### src/rtl/mcse_lc_auth_ctrl.sv
// Lifecycle transition controller: request, authenticate through the shared SHA engine,
// and commit a forward-only LC state change on digest match, with timeout and lockout.
module mcse_lc_auth_ctrl #(
  parameter int ID_W           = 256,
  parameter int NUM_LC         = 4,
  parameter int LC_W           = $clog2(NUM_LC),
  parameter int LC_RESET_STATE = 0,
  parameter int MAX_ATTEMPTS   = 3,
  parameter int AUTH_TIMEOUT   = 1024,
  parameter int CNT_W          = $clog2(AUTH_TIMEOUT + 1)
) (
  input  logic                                clk,
  input  logic                                rst,
  input  logic                                lc_transition_request,
  input  logic [LC_W-1:0]                     lc_transition_target,
  input  logic [ID_W-1:0]                     lc_transition_id,
  input  logic [ID_W-1:0]                     lc_authentication_id,
  input  logic                                lc_authentication_valid,
  input  logic                                hash_ready,
  output logic                                hash_start,
  output logic [ID_W-1:0]                     hash_msg,
  input  logic                                hash_digest_valid,
  input  logic [ID_W-1:0]                     hash_digest,
  output logic [LC_W-1:0]                     lc_state,
  output logic                                lc_busy,
  output logic                                lc_done,
  output logic                                lc_error,
  output logic [2:0]                          lc_err_code,
  output logic                                lc_locked,
  output logic [$clog2(MAX_ATTEMPTS+1)-1:0]   lc_attempts
);

  localparam int AT_W = $clog2(MAX_ATTEMPTS + 1);

  typedef enum logic [2:0] {
    S_IDLE, S_WAIT_AUTH, S_HASH_REQ, S_HASH_WAIT, S_COMMIT, S_LOCKED
  } state_e;

  typedef enum logic [2:0] {
    ERR_NONE = 3'd0, ERR_ILLEGAL = 3'd1, ERR_TIMEOUT = 3'd2,
    ERR_MISMATCH = 3'd3, ERR_LOCKED = 3'd4
  } err_e;

  state_e            state_q, state_d;
  logic [LC_W-1:0]   lc_state_q, lc_state_d;
  logic [LC_W-1:0]   target_q, target_d;
  logic [ID_W-1:0]   tid_q, tid_d;
  logic [ID_W-1:0]   msg_q, msg_d;
  logic [CNT_W-1:0]  cnt_q, cnt_d;
  logic [AT_W-1:0]   attempts_q, attempts_d;
  logic              done_q, done_d;
  logic              error_q, error_d;
  err_e              code_q, code_d;
  logic              fail;
  err_e              fail_code;
  logic              legal;

  // Forward-only: the target must be strictly more deployed and exist.
  assign legal = (lc_transition_target > lc_state_q) &&
                 (int'(lc_transition_target) < NUM_LC);

  // NOTE: every variable assigned here gets a default first, so no path can infer a latch.
  always_comb begin
    state_d    = state_q;
    lc_state_d = lc_state_q;
    target_d   = target_q;
    tid_d      = tid_q;
    msg_d      = msg_q;
    cnt_d      = cnt_q;
    attempts_d = attempts_q;
    code_d     = code_q;
    done_d     = 1'b0;
    error_d    = 1'b0;
    hash_start = 1'b0;
    fail       = 1'b0;
    fail_code  = ERR_NONE;

    case (state_q)
      S_IDLE: begin
        if (lc_transition_request) begin
          target_d = lc_transition_target;
          tid_d    = lc_transition_id;
          if (legal) begin
            state_d = S_WAIT_AUTH;
            cnt_d   = '0;
          end else begin
            error_d = 1'b1;
            code_d  = ERR_ILLEGAL;
          end
        end
      end
      S_WAIT_AUTH: begin
        cnt_d = cnt_q + 1'b1;
        // A late authentication on the final cycle still beats the timeout.
        if (lc_authentication_valid) begin
          msg_d   = lc_authentication_id;
          state_d = S_HASH_REQ;
        end else if (cnt_q == CNT_W'(AUTH_TIMEOUT - 1)) begin
          fail      = 1'b1;
          fail_code = ERR_TIMEOUT;
        end
      end
      S_HASH_REQ: begin
        if (hash_ready) begin
          hash_start = 1'b1;
          state_d    = S_HASH_WAIT;
        end
      end
      S_HASH_WAIT: begin
        if (hash_digest_valid) begin
          if (hash_digest == tid_q) begin
            state_d = S_COMMIT;
          end else begin
            fail      = 1'b1;
            fail_code = ERR_MISMATCH;
          end
        end
      end
      S_COMMIT: begin
        lc_state_d = target_q;
        done_d     = 1'b1;
        attempts_d = '0;
        code_d     = ERR_NONE;
        state_d    = S_IDLE;
      end
      S_LOCKED: begin
        if (lc_transition_request) begin
          error_d = 1'b1;
          code_d  = ERR_LOCKED;
        end
      end
      default: state_d = S_IDLE;
    endcase

    if (fail) begin
      error_d    = 1'b1;
      code_d     = fail_code;
      attempts_d = attempts_q + 1'b1;
      state_d    = (attempts_q == AT_W'(MAX_ATTEMPTS - 1)) ? S_LOCKED : S_IDLE;
    end
  end

  // NOTE: state is updated with non-blocking assignments only, so all flops sample together.
  always_ff @(posedge clk) begin
    // NOTE: the latched IDs are plain registers, not a memory, so they are reset and hash_msg reads 0.
    if (rst) begin
      state_q    <= S_IDLE;
      lc_state_q <= LC_W'(LC_RESET_STATE);
      target_q   <= '0;
      tid_q      <= '0;
      msg_q      <= '0;
      cnt_q      <= '0;
      attempts_q <= '0;
      done_q     <= 1'b0;
      error_q    <= 1'b0;
      code_q     <= ERR_NONE;
    end else begin
      state_q    <= state_d;
      lc_state_q <= lc_state_d;
      target_q   <= target_d;
      tid_q      <= tid_d;
      msg_q      <= msg_d;
      cnt_q      <= cnt_d;
      attempts_q <= attempts_d;
      done_q     <= done_d;
      error_q    <= error_d;
      code_q     <= code_d;
    end
  end

  assign hash_msg    = msg_q;
  assign lc_state    = lc_state_q;
  assign lc_busy     = (state_q == S_WAIT_AUTH) || (state_q == S_HASH_REQ) ||
                       (state_q == S_HASH_WAIT) || (state_q == S_COMMIT);
  assign lc_done     = done_q;
  assign lc_error    = error_q;
  assign lc_err_code = code_q;
  assign lc_locked   = (state_q == S_LOCKED);
  assign lc_attempts = attempts_q;

endmodule

### config.mk
export PLATFORM = sky130hd
export DESIGN_NAME = mcse_lc_auth_ctrl
export DESIGN_NICKNAME = d
export VERILOG_FILES = /design/src/rtl/mcse_lc_auth_ctrl.sv
export SDC_FILE = /design/constraint.sdc
export NUM_CORES = 1
export LEC_CHECK = 0
export ABC_AREA = 0
export CORE_AREA = 3 3 410 412
export CTS_BUF_LIST = sky130_fd_sc_hd__clkbuf_16
export CTS_CLUSTER_DIAMETER = 120
export DETAILED_ROUTE_END_ITERATION = 7
export DIE_AREA = 0 0 413 415
export SLEW_MARGIN = 5
export SYNTH_ARGS = -nofsm -noshare
export SYNTH_HDL_FRONTEND = slang
export SYNTH_SLANG_ARGS = --single-unit
### constraint.sdc
create_clock -name clk -period 7.4 [get_ports clk]
set_input_delay 1.85 -clock clk [delete_from_list [all_inputs] [get_ports clk]]
set_output_delay 1.85 -clock clk [all_outputs]
set_load 0.01 [all_outputs]
==> results_dict.tcl <==
set metrics [dict create \
    yosysMostFrequentCell "nand2_1" \
    antenna_found_initial 167 \
    hold_depth 2 \
    period_needed_ns 5.10 \
    setup_viol 0 \
    synth-compound-area-share_pct 12.9 \
    routedWlPerCell_um 26.8 \
    holdPathEnd "hash_msg[230]" \
    drc 0 \
    met2WireLength_um 77100 \
    reg2reg_from "tid_q[182]" \
    synth_common_cells "nand2_1, dfxtp_1, a21oi_1" \
    critical_path.max_fanout 2 \
    yosys.area_share.adder_pct 0.234 \
    floorplan.core_area_um2 165000 \
    synth-edff-count 0 \
    crit_path_end_kind "primary output" \
    cts_resized 0 \
    htree_levels 3 \
    gp_congestion 0.890 \
    clkSinkCount 537 \
    slowest_stage "clkdlybuf4s50_1" \
    skew_ns 0.0369 \
    holdCritPathClass "reg2reg" \
    relSlewSlack_pct 7.28 \
    seqCellArea_um2 10800 \
    clockRootBuffer "clkbuf_16" \
    die_y_um 415 \
    n_fill_cell 18180 \
    async_reset_ff_share_pct 0 \
    max_freq_mhz 196 \
    clock_latency_ns 0.69 \
    clkTransAtPathRegs_ns 0.05 \
    grt_pass1_wl_um 206000 \
    grt_usage_pct 18.0 \
    drtIter0Drc 1520 \
    multi_input_area_um2 9940 \
    period_share_pct 68.9 \
    row_count 149 \
    cp.arrival_ns 3.25 \
    num_io_pins 1044 \
    crit_family "buffers and inverters" \
    vias_per_cell 3.85 \
    tightest_slew_ns 1.39 \
    cts_hold_buffers 0 \
    crit_buf_inv 2 \
    final_nets 4456 \
    hold_slack_ns 0.449 \
    met3_wirelength_um 22600 \
    port_buffers 1043 \
    rsz0062_at_grt "false" \
    total_leakage_power_nw 12.1 \
    ir_drop_mv 0.152 \
    r2r_slack_ns 3.49 \
    wl_um 160000 \
    post_cts_buffers 0 \
    clockBufferDepth 3 \
    synthXorXnorAreaFrac_pct 10.7 \
    status "finished, final reports clean" \
    synth-simple-area-share_pct 22.1 \
    synthTopCellsByArea "dfxtp_1, nand2_1, a21oi_1" \
    dr.max_layer_used "met5" \
    cts_tree "yes" \
    vias 22996 \
    synthMuxAreaShare_pct 0.263 \
    hpwl_um 131000 \
    cp-start-kind "primary input" \
    numCtsBuffers 78 \
    crit_required_ns 5.55 \
    slew_viol_final 0 \
    syn_inst 2716 \
    grt_pass1_vias 22653 \
    yosysSeqAreaShare_pct 50.2 \
    worstRegToRegCells 8 \
    hold_viol 0 \
    start_util_pct 13.0 \
    synth_top_area_share_pct 50.2 \
    die_w_um 413 \
    worstHoldStart "hash_msg[230]" \
    path_common_cell "clkdlybuf4s50_1" \
    critical-path-max-stage-delay_ns 0.64 \
    p_per_area_nw_per_um2 238 \
    synth_top_area_cell "dfxtp_1" \
    die-area_um2 171000 \
    maxCapViolCount 0 \
    synth_fp_nets 3496 \
    met1_length_um 55500 \
    path_cells "clkdlybuf4s50_1 > nand2_1 > nor3_1 > clkdlybuf4s50_1" \
    ys.flop_type "dfxtp_1" \
    ys_warn_count 0 \
    ant_nets 0 \
    setup-tns-final_ns 0 \
    path_class "in2out" \
    drive_gt1_share_pct 3.94 \
    reg2reg_to "lc_attempts[1]" \
    synthDistinctLibCells 39 \
    ys_ff_latch 537 \
    synthToLayoutAreaGrowth_pct 71.8 \
    synth_top_family_by_area "simple AND/OR/NAND/NOR gates" \
    netlist_area_um2 21400 \
    synth_area_per_cell_um2 7.89 \
    grt_max_degree 186 \
    gr-total-overflow 0 \
    first_pass_iters 5 \
]
-- through the flow --
step | std cells | utilization (%) | instance area [um2] | setup WS, ns | power [W]
after CTS | 5924 | 22.3 | 36700 | 2.24 | 0.00896
after floorplan | 2716 | - | 21400 | 3.40 | 0.00395
final | 5967 | 22.3 | 36800 | 2.30 | 0.00875
after global placement | 5785 | 20.7 | 34100 | 1.40 | 0.00494
after global routing | 5944 | 22.3 | 36700 | 2.25 | 0.00917
after detailed placement | 5785 | 20.7 | 34100 | 1.47 | 0.00496
-- layout by cell type (no fill, tap or decap), types with 3 or more instances in the layout --
cell,n
clkinvlp_4,7
clkbuf_16,83
nand4_1,72
a21o_1,3
buf_4,7
dfxtp_1,537
mux2i_1,3
clkinv_1,12
a21oi_1,529
nor4_1,15
o21ai_0,5
clkdlybuf4s50_1,1042
nor2_1,19
clkinv_4,5
xor2_1,5
clkinv_2,12
nand3_1,4
nor3_1,6
nor2b_1,3
buf_12,7
or3_1,4
xnor2_1,257
inv_1,15
bufinv_16,8
nand2_1,1042
diode_2,43
ha_1,4
-- cell families after synthesis --
family / Yosys count
DFF: 537
muxes: 5
AOI/OAI and AO/OA: 545
buffers and inverters: 183
xor gates and xnor gates: 262
adders and majority gates: 4
and+or+nand+nor: 1180
-- registers in the layout, summed over array words and instances, names as in the netlist --
name	flops
tid_q	256
target_q	2
lc_err_code	3
lc_state	2
state_q	3
lc_attempts	2
cnt_q	11
lc_error	1
lc_done	1
hash_msg	256
-- worst reg2reg max path, cell delays in order, from the launching register on --
cell and delay (ns):
dfxtp_1 0.56, xnor2_1 0.17, nand4_1 0.52, nor4_1 0.91, nand4_1 0.46, nor4_4 0.63
o31ai_2 0.18, mux2_4 0.33, nor2_2 0.07
-- final cells by class --
cell class,count,area share (%)
multi-input combinational,1996,27.0
sequential,537,29.2
tap,2189,7.44
inverter,6,0.0612
timing repair buffer,1057,28.9
clock inverter,56,1.40
antenna,43,0.292
clock buffer,83,5.65
-- worst max-delay path by stage --
stage	from	endpoint	slack [ns]	cells after the start
floorplan	hash_ready	hash_start	3.40	2
global placement	hash_digest[182]	lc_attempts[1]	1.40	9
detailed placement	hash_digest[182]	lc_attempts[1]	1.47	9
CTS	hash_digest[182]	lc_attempts[1]	2.24	9
global route	hash_ready	hash_start	2.25	4
finish	hash_ready	hash_start	2.30	4
-- where the power goes --
| part | switching, W | internal (W) | total [W] |
|---|---|---|---|
| Combinational | 0.000840 | 0.000773 | 0.00161 |
| Sequential | 0.000156 | 0.00310 | 0.00326 |
| Clock | 0.00158 | 0.00231 | 0.00388 |
| Total | 0.00257 | 0.00618 | 0.00875 |
-- per-layer routing --
layer  track usage [%]  up-vias
met2              30.3     1020
met4              5.84       32
met3              11.3      355
li1                  -    10834
met5                 0        -
met1              18.1    10755
No activity file was read; power rests on OpenSTA's default activity.
